==> config.mk <==
export PLATFORM = sky130hd
export DESIGN_NAME = mrly240314_v02_flat
export DESIGN_NICKNAME = d
export VERILOG_FILES = /design/src/rtl/mrly240314_v02_if.sv /design/src/rtl/mrly240314_v02.sv /design/src/flat_wrapper.sv
export SDC_FILE = /design/constraint.sdc
export NUM_CORES = 1
export LEC_CHECK = 0
export ABC_AREA = 1
export CORE_AREA = 2 2 187 189
export DETAILED_ROUTE_END_ITERATION = 12
export DIE_AREA = 0 0 189 191
export PLACE_DENSITY = 0.67
export SLEW_MARGIN = 20
export SYNTH_ARGS = -nofsm -noshare
export SYNTH_HDL_FRONTEND = slang
export SYNTH_SLANG_ARGS = --single-unit
==> constraint.sdc <==
create_clock -name clk -period 2.66 [get_ports clk]
set_input_delay 0.798 -clock clk [delete_from_list [all_inputs] [get_ports clk]]
set_output_delay 0.798 -clock clk [all_outputs]
set_load 0.01 [all_outputs]
==> src/rtl/mrly240314_v02_if.sv <==
// Diagnostic SPI port (mode 0): the master owns clock, select and data-out; the slave returns miso.
interface mrly240314_v02_if;
    // No valid/ready pair: a bit transfers on each diag_clk rising edge while diag_cs_n is low,
    // and the slave updates diag_miso only after diag_clk falling edges.
    logic diag_clk;
    logic diag_cs_n;
    logic diag_mosi;
    logic diag_miso;

    modport master (output diag_clk, output diag_cs_n, output diag_mosi, input diag_miso);
    modport slave  (input diag_clk, input diag_cs_n, input diag_mosi, output diag_miso);
endinterface

==> src/rtl/mrly240314_v02.sv <==
// Heartbeat LED, clock divider and an SPI-mode-0 read-only slave serving bytes of a flat memory image.
// All SPI inputs are oversampled in the clk domain; SCK must be clk/8 or slower.
module mrly240314_v02 #(
    parameter int WIDTH    = 472,
    parameter int DIVISOR  = 4,
    parameter int LED_HALF = 25_000_000
) (
    input  logic             clk,
    input  logic             reset,
    output logic             live_led,
    output logic             clk_div,
    mrly240314_v02_if.slave  diag,
    input  logic [WIDTH-1:0] memory,
    output logic [1:0]       dbg_state
);
    localparam int NBYTES = WIDTH / 8;
    localparam int AW     = (NBYTES > 1) ? $clog2(NBYTES) : 1;
    localparam int DW     = (DIVISOR / 2 > 1) ? $clog2(DIVISOR / 2) : 1;
    localparam int LW     = (LED_HALF > 1) ? $clog2(LED_HALF) : 1;
    localparam logic [DW-1:0] DIV_LAST = DW'(DIVISOR / 2 - 1);
    localparam logic [LW-1:0] LED_LAST = LW'(LED_HALF - 1);
    localparam logic [16:0]   ADDR_END = 17'(NBYTES);
    localparam logic [7:0]    READ_CMD = 8'h03;

    typedef enum logic [1:0] {S_IDLE, S_HEADER, S_READ, S_IGNORE} spi_state_t;

    logic [DW-1:0] div_cnt;
    logic [LW-1:0] led_cnt;

    always_ff @(posedge clk) begin
        if (reset) begin
            div_cnt <= '0;
            clk_div <= 1'b0;
        end else if (div_cnt == DIV_LAST) begin
            div_cnt <= '0;
            clk_div <= ~clk_div;
        end else begin
            div_cnt <= div_cnt + DW'(1);
        end
    end

    always_ff @(posedge clk) begin
        if (reset) begin
            led_cnt  <= '0;
            live_led <= 1'b0;
        end else if (led_cnt == LED_LAST) begin
            led_cnt  <= '0;
            live_led <= ~live_led;
        end else begin
            led_cnt <= led_cnt + LW'(1);
        end
    end

    // Two-flop synchronizers plus one history flop each for edge detection.
    logic [1:0] sck_sync, cs_sync, mosi_sync;
    logic       sck_prev, cs_prev;

    always_ff @(posedge clk) begin
        if (reset) begin
            sck_sync  <= '0;
            cs_sync   <= '0;
            mosi_sync <= '0;
            sck_prev  <= 1'b0;
            cs_prev   <= 1'b0;
        end else begin
            sck_sync  <= {sck_sync[0], diag.diag_clk};
            cs_sync   <= {cs_sync[0], diag.diag_cs_n};
            mosi_sync <= {mosi_sync[0], diag.diag_mosi};
            sck_prev  <= sck_sync[1];
            cs_prev   <= cs_sync[1];
        end
    end

    logic sck_s, cs_s, mosi_s;
    logic sck_rise, sck_fall, cs_fall;
    assign sck_s    = sck_sync[1];
    assign cs_s     = cs_sync[1];
    assign mosi_s   = mosi_sync[1];
    assign sck_rise = sck_s & ~sck_prev;
    assign sck_fall = ~sck_s & sck_prev;
    assign cs_fall  = ~cs_s & cs_prev;

    // Bytes beyond the image are padded with zero so the lookup needs no out-of-range index.
    logic [7:0] mem_bytes [2**AW];
    for (genvar i = 0; i < 2**AW; i++) begin : g_bytes
        if (i < NBYTES) begin : g_img
            assign mem_bytes[i] = memory[8*i +: 8];
        end else begin : g_pad
            assign mem_bytes[i] = 8'h00;
        end
    end

    spi_state_t  state, state_next;
    logic [4:0]  hdr_cnt;
    logic [22:0] shift;
    logic [23:0] shift_next;
    logic [16:0] addr;
    logic [7:0]  data_reg;
    logic [2:0]  bit_idx;
    logic        miso_q;
    logic [7:0]  cur_byte;
    logic        start, hdr_shift, hdr_done, data_edge;

    assign shift_next = {shift, mosi_s};
    assign cur_byte   = (addr < ADDR_END) ? mem_bytes[addr[AW-1:0]] : 8'h00;

    always_ff @(posedge clk) begin
        if (reset) begin
            state <= S_IDLE;
        end else begin
            state <= state_next;
        end
    end

    always_comb begin
        state_next = state;
        start      = 1'b0;
        hdr_shift  = 1'b0;
        hdr_done   = 1'b0;
        data_edge  = 1'b0;
        if (cs_s) begin
            state_next = S_IDLE;
        end else begin
            case (state)
                S_IDLE: begin
                    if (cs_fall) begin
                        start      = 1'b1;
                        state_next = S_HEADER;
                    end
                end
                S_HEADER: begin
                    if (sck_rise) begin
                        hdr_shift = 1'b1;
                        if (hdr_cnt == 5'd23) begin
                            hdr_done   = 1'b1;
                            state_next = (shift_next[23:16] == READ_CMD) ? S_READ : S_IGNORE;
                        end
                    end
                end
                S_READ:   data_edge = sck_fall;
                default:  ;
            endcase
        end
    end

    // bit_idx==0 marks a byte boundary: the next falling edge fetches a fresh byte.
    always_ff @(posedge clk) begin
        if (reset || cs_s) begin
            hdr_cnt  <= '0;
            shift    <= '0;
            addr     <= '0;
            data_reg <= '0;
            bit_idx  <= '0;
            miso_q   <= 1'b0;
        end else begin
            if (start) begin
                hdr_cnt <= '0;
                shift   <= '0;
            end
            if (hdr_shift) begin
                shift   <= shift_next[22:0];
                hdr_cnt <= hdr_cnt + 5'd1;
            end
            if (hdr_done) begin
                addr    <= {1'b0, shift_next[15:0]};
                bit_idx <= '0;
            end
            if (data_edge) begin
                if (bit_idx == 3'd0) begin
                    miso_q   <= cur_byte[7];
                    data_reg <= {cur_byte[6:0], 1'b0};
                    bit_idx  <= 3'd7;
                    if (!addr[16]) begin
                        addr <= addr + 17'd1;
                    end
                end else begin
                    miso_q   <= data_reg[7];
                    data_reg <= {data_reg[6:0], 1'b0};
                    bit_idx  <= bit_idx - 3'd1;
                end
            end
        end
    end

    assign diag.diag_miso = miso_q;
    assign dbg_state      = state;
endmodule

==> src/flat_wrapper.sv <==
// flat-port wrapper written by rule: the top's interface ports become plain ports
module mrly240314_v02_flat 
#(
    parameter int WIDTH    = 472,
    parameter int DIVISOR  = 4,
    parameter int LED_HALF = 25_000_000
)
  (clk, reset, live_led, clk_div, memory, dbg_state, diag_diag_clk, diag_diag_cs_n, diag_diag_mosi, diag_diag_miso);
  mrly240314_v02_if diag_i ();
  input  logic clk;
  input  logic reset;
  output logic live_led;
  output logic clk_div;
  input  logic [WIDTH-1:0] memory;
  output logic [1:0] dbg_state;
  input wire logic [$bits(diag_i.diag_clk)-1:0] diag_diag_clk;
  input wire logic [$bits(diag_i.diag_cs_n)-1:0] diag_diag_cs_n;
  input wire logic [$bits(diag_i.diag_mosi)-1:0] diag_diag_mosi;
  output wire logic [$bits(diag_i.diag_miso)-1:0] diag_diag_miso;
  assign diag_i.diag_clk = diag_diag_clk;
  assign diag_i.diag_cs_n = diag_diag_cs_n;
  assign diag_i.diag_mosi = diag_diag_mosi;
  assign diag_diag_miso = diag_i.diag_miso;
  mrly240314_v02 #(.WIDTH(WIDTH), .DIVISOR(DIVISOR), .LED_HALF(LED_HALF)) u_core (.clk(clk), .reset(reset), .live_led(live_led), .clk_div(clk_div), .diag(diag_i), .memory(memory), .dbg_state(dbg_state));
endmodule
==> qor.yml <==
ios: 482
final_antenna_net_count: 0
min_path_type: "reg2reg"
peakVddDrop_mv: 0.3021
rsz0062_at_grt: "no"
synth_cell_types: 42
max_flop_register: "u_core.led_cnt"
netlist_area_um2: 9208
yosysWarningCount: 0
grt_pass1_vias: 12330
die_y_um: 191
cp.arrival_ns: 2.75
first_iter_violations: 938
grt_usage_pct: 27.30
skew_ns: 0.01179
dpl-instance-area_um2: 14490
final_area_um2: 14810
syn2layout_area_growth_pct: 60.80
period_needed_ns: 2.507
clk_latency_ns: 0.36
period_share_pct: 94.26
grt_pass1_wl_um: 74260
core-area_um2: 34120
drt_drc_violations_left: 0
vias_per_cell: 4.854
power_leakage_nw: 6.550
cp_max_fo: 16
ys.flop_type: "dfxtp_1"
grt.busiest_layer: "met2"
dieArea_um2: 36100
portBuffers: 481
fin_tns_setup_ns: 0
gr-usage-met1_pct: 33.29
grt_util_met3_pct: 5.783
setup_viol: 0
routedWlPerCell_um: 19.47
grt_max_degree: 99
use_met2_pct: 47.11
cp-end-kind: "flop"
slew_viol_final: 0
required_ns: 2.90
rrSetupSlack_ns: 0.15
status: "completed"
synth_seq_area_share_pct: 20.44
postLayoutCoreUtil_pct: 43.40
pre_cts_ws_ns: -0.1874
tightestPinTransition_ns: 0.6967
slowest_stage: "dfxtp_1"
instances_no_fill: 2626
final_layout_size_suffix_gt1_share_pct: 5.448
max_freq_mhz: 398.8
clock-sinks: 94
synth_area_per_cell_um2: 5.341
largest_register_ffs: 25
vias: 12750
initial_core_util_pct: 26.99
slew-limit-headroom_pct: 53.51
numPlacedInstances: 2605
crit_path_max_incr_delay_ns: 0.63
hold_violations: 0
dpl.hpwl_um: 40790
dr.pass1.iters: 5
critPathKind: "reg2reg"
hold_buffers: 0
clk_path_buf_depth: 2
synth_edf_count: 0
reg_top3: "u_core.led_cnt (25), u_core.shift (23), u_core.addr (17)"
power_density_nw_per_um2: 252.4
finalNetCount: 2643
max_cap_violations: 0
root_buffer: "clkbuf_16"
synth_nets: 2206
layout_setup_ws_ns: 0.1527
ys_seq_elements: 94
wirelength_um: 51130
htreeDepth: 3
rows: 68
syn-instance-count: 1724
fillers: 3631
die_w_um: 189
clkTransAtPathRegs_ns: 0.07
start_kind: "flop"
overflow: 0
antenna_found_initial: 7
path_cells: "nand2_2, nand2_1, o21ai_1, nand3_1, nand3_1, nand3_1, a21oi_1"
path_common_cell: "nand3_1"
cts_inserted_buffers: 9
routabilityCongestion: 1.005
cts_tree: "yes"
async_flop_share_pct: 0
==> logic make-up after synthesis <==
family	after synthesis	synth area share, %
AO/OA/AOI/OAI	182	11.24
buffers and inverters	296	13.58
AND/OR/NAND/NOR	1126	52.07
XOR/XNOR	21	1.998
flip-flops	94	20.44
adder cells (fa/ha/maj)	5	0.6794
==> cell usage after synthesis (12+ instances only) <==
master    count  area [um^2]
nand2_1     574         2155
a31oi_1      13        81.33
o211ai_1     27        202.7
clkbuf_1     29        108.9
inv_1       187        701.9
xor2_1       18        157.7
nor2_1      235        882.1
nand3_1     210         1051
or2_2        26        162.7
buf_2        55        275.3
o21ai_0      38        190.2
nor3_1       14        70.07
dfxtp_1      94         1882
buf_4        12        90.09
a21oi_1      87        435.4
nand4_1      35        219.0
==> layout make-up <==
| cell class | instances | area [um^2] | share of cell area [%] |
|---|---|---|---|
| multi-input combinational | 1334 | 6086 | 41.11 |
| timing repair buffer | 527 | 5226 | 35.30 |
| sequential | 94 | 1887 | 12.74 |
| inverter | 195 | 737.0 | 4.978 |
| tap | 455 | 569.3 | 3.845 |
| clock buffer | 9 | 225.2 | 1.521 |
| clock inverter | 7 | 62.56 | 0.4225 |
| antenna | 5 | 12.51 | 0.08451 |
==> worst max-delay path: cells and delay by family, from the launching register on <==
kind | cells | cell delay [ns]
AND/OR/NAND/NOR | 5 | 1.31
flip-flops | 1 | 0.63
AO/OA/AOI/OAI | 2 | 0.46
==> final timing paths <==
kind                                                         to                          start  depth (start not counted)
worst min-delay path              u_core.sck_sync[1]$_SDFF_PP0_  u_core.sck_sync[0]$_SDFF_PP0_                          2
worst max-delay path            u_core.data_reg[2]$_SDFFE_PP0P_      u_core.addr[3]$_SDFF_PP0_                          7
worst max register to register  u_core.data_reg[2]$_SDFFE_PP0P_      u_core.addr[3]$_SDFF_PP0_                          7
worst min register to register    u_core.sck_sync[1]$_SDFF_PP0_  u_core.sck_sync[0]$_SDFF_PP0_                          2
==> timing repair <==
item                       in CTS  in global routing
setup buffers                   0                  0
setup endpoints to repair       1                  3
resized for setup               1                  4
gates cloned                    0                  0
==> per-stage QoR <==
| step | hold slack (ns) | power [mW] |
|---|---|---|
| 2_1_floorplan | 0.3883 | 1.670 |
| 5_1_grt | 0.4292 | 3.908 |
| 3_5_place_dp | 0.3967 | 2.477 |
| 3_3_place_gp | 0.3935 | 2.474 |
| 6_report | 0.4027 | 3.736 |
| 4_1_cts | 0.4068 | 3.779 |
==> per-layer routing <==
layer / vias to the layer above / wire length (um)
li1: 6347 / -
met1: 5762 / 21220
met2: 553 / 24170
met3: 82 / 4108
met4: 2 / 1608
met5: - / 13
==> placed cells by master (no fill, tap or decap), types with 5 or more instances in the layout <==
cell type / instances
a21oi_1: 87
nand3_1: 210
o21ai_0: 36
buf_4: 40
nand4_1: 35
dfxtp_1: 92
ha_1: 5
xor2_1: 18
nor2_2: 7
nor4_1: 6
diode_2: 5
nor2_1: 234
nand2_1: 573
a31oi_1: 13
a211oi_1: 6
buf_12: 5
clkbuf_16: 9
or2_2: 26
clkdlybuf4s50_1: 481
o211ai_1: 27
nor3_1: 14
inv_1: 187
nor3b_1: 6
==> where the power goes <==
part | internal [mW] | switching [mW] | total [mW]
clock | 0.658 | 0.626 | 1.28
sequential | 1.42 | 0.00703 | 1.42
combinational | 0.718 | 0.311 | 1.03
total | 2.79 | 0.943 | 3.74
No activity file was read; power rests on OpenSTA's default activity.
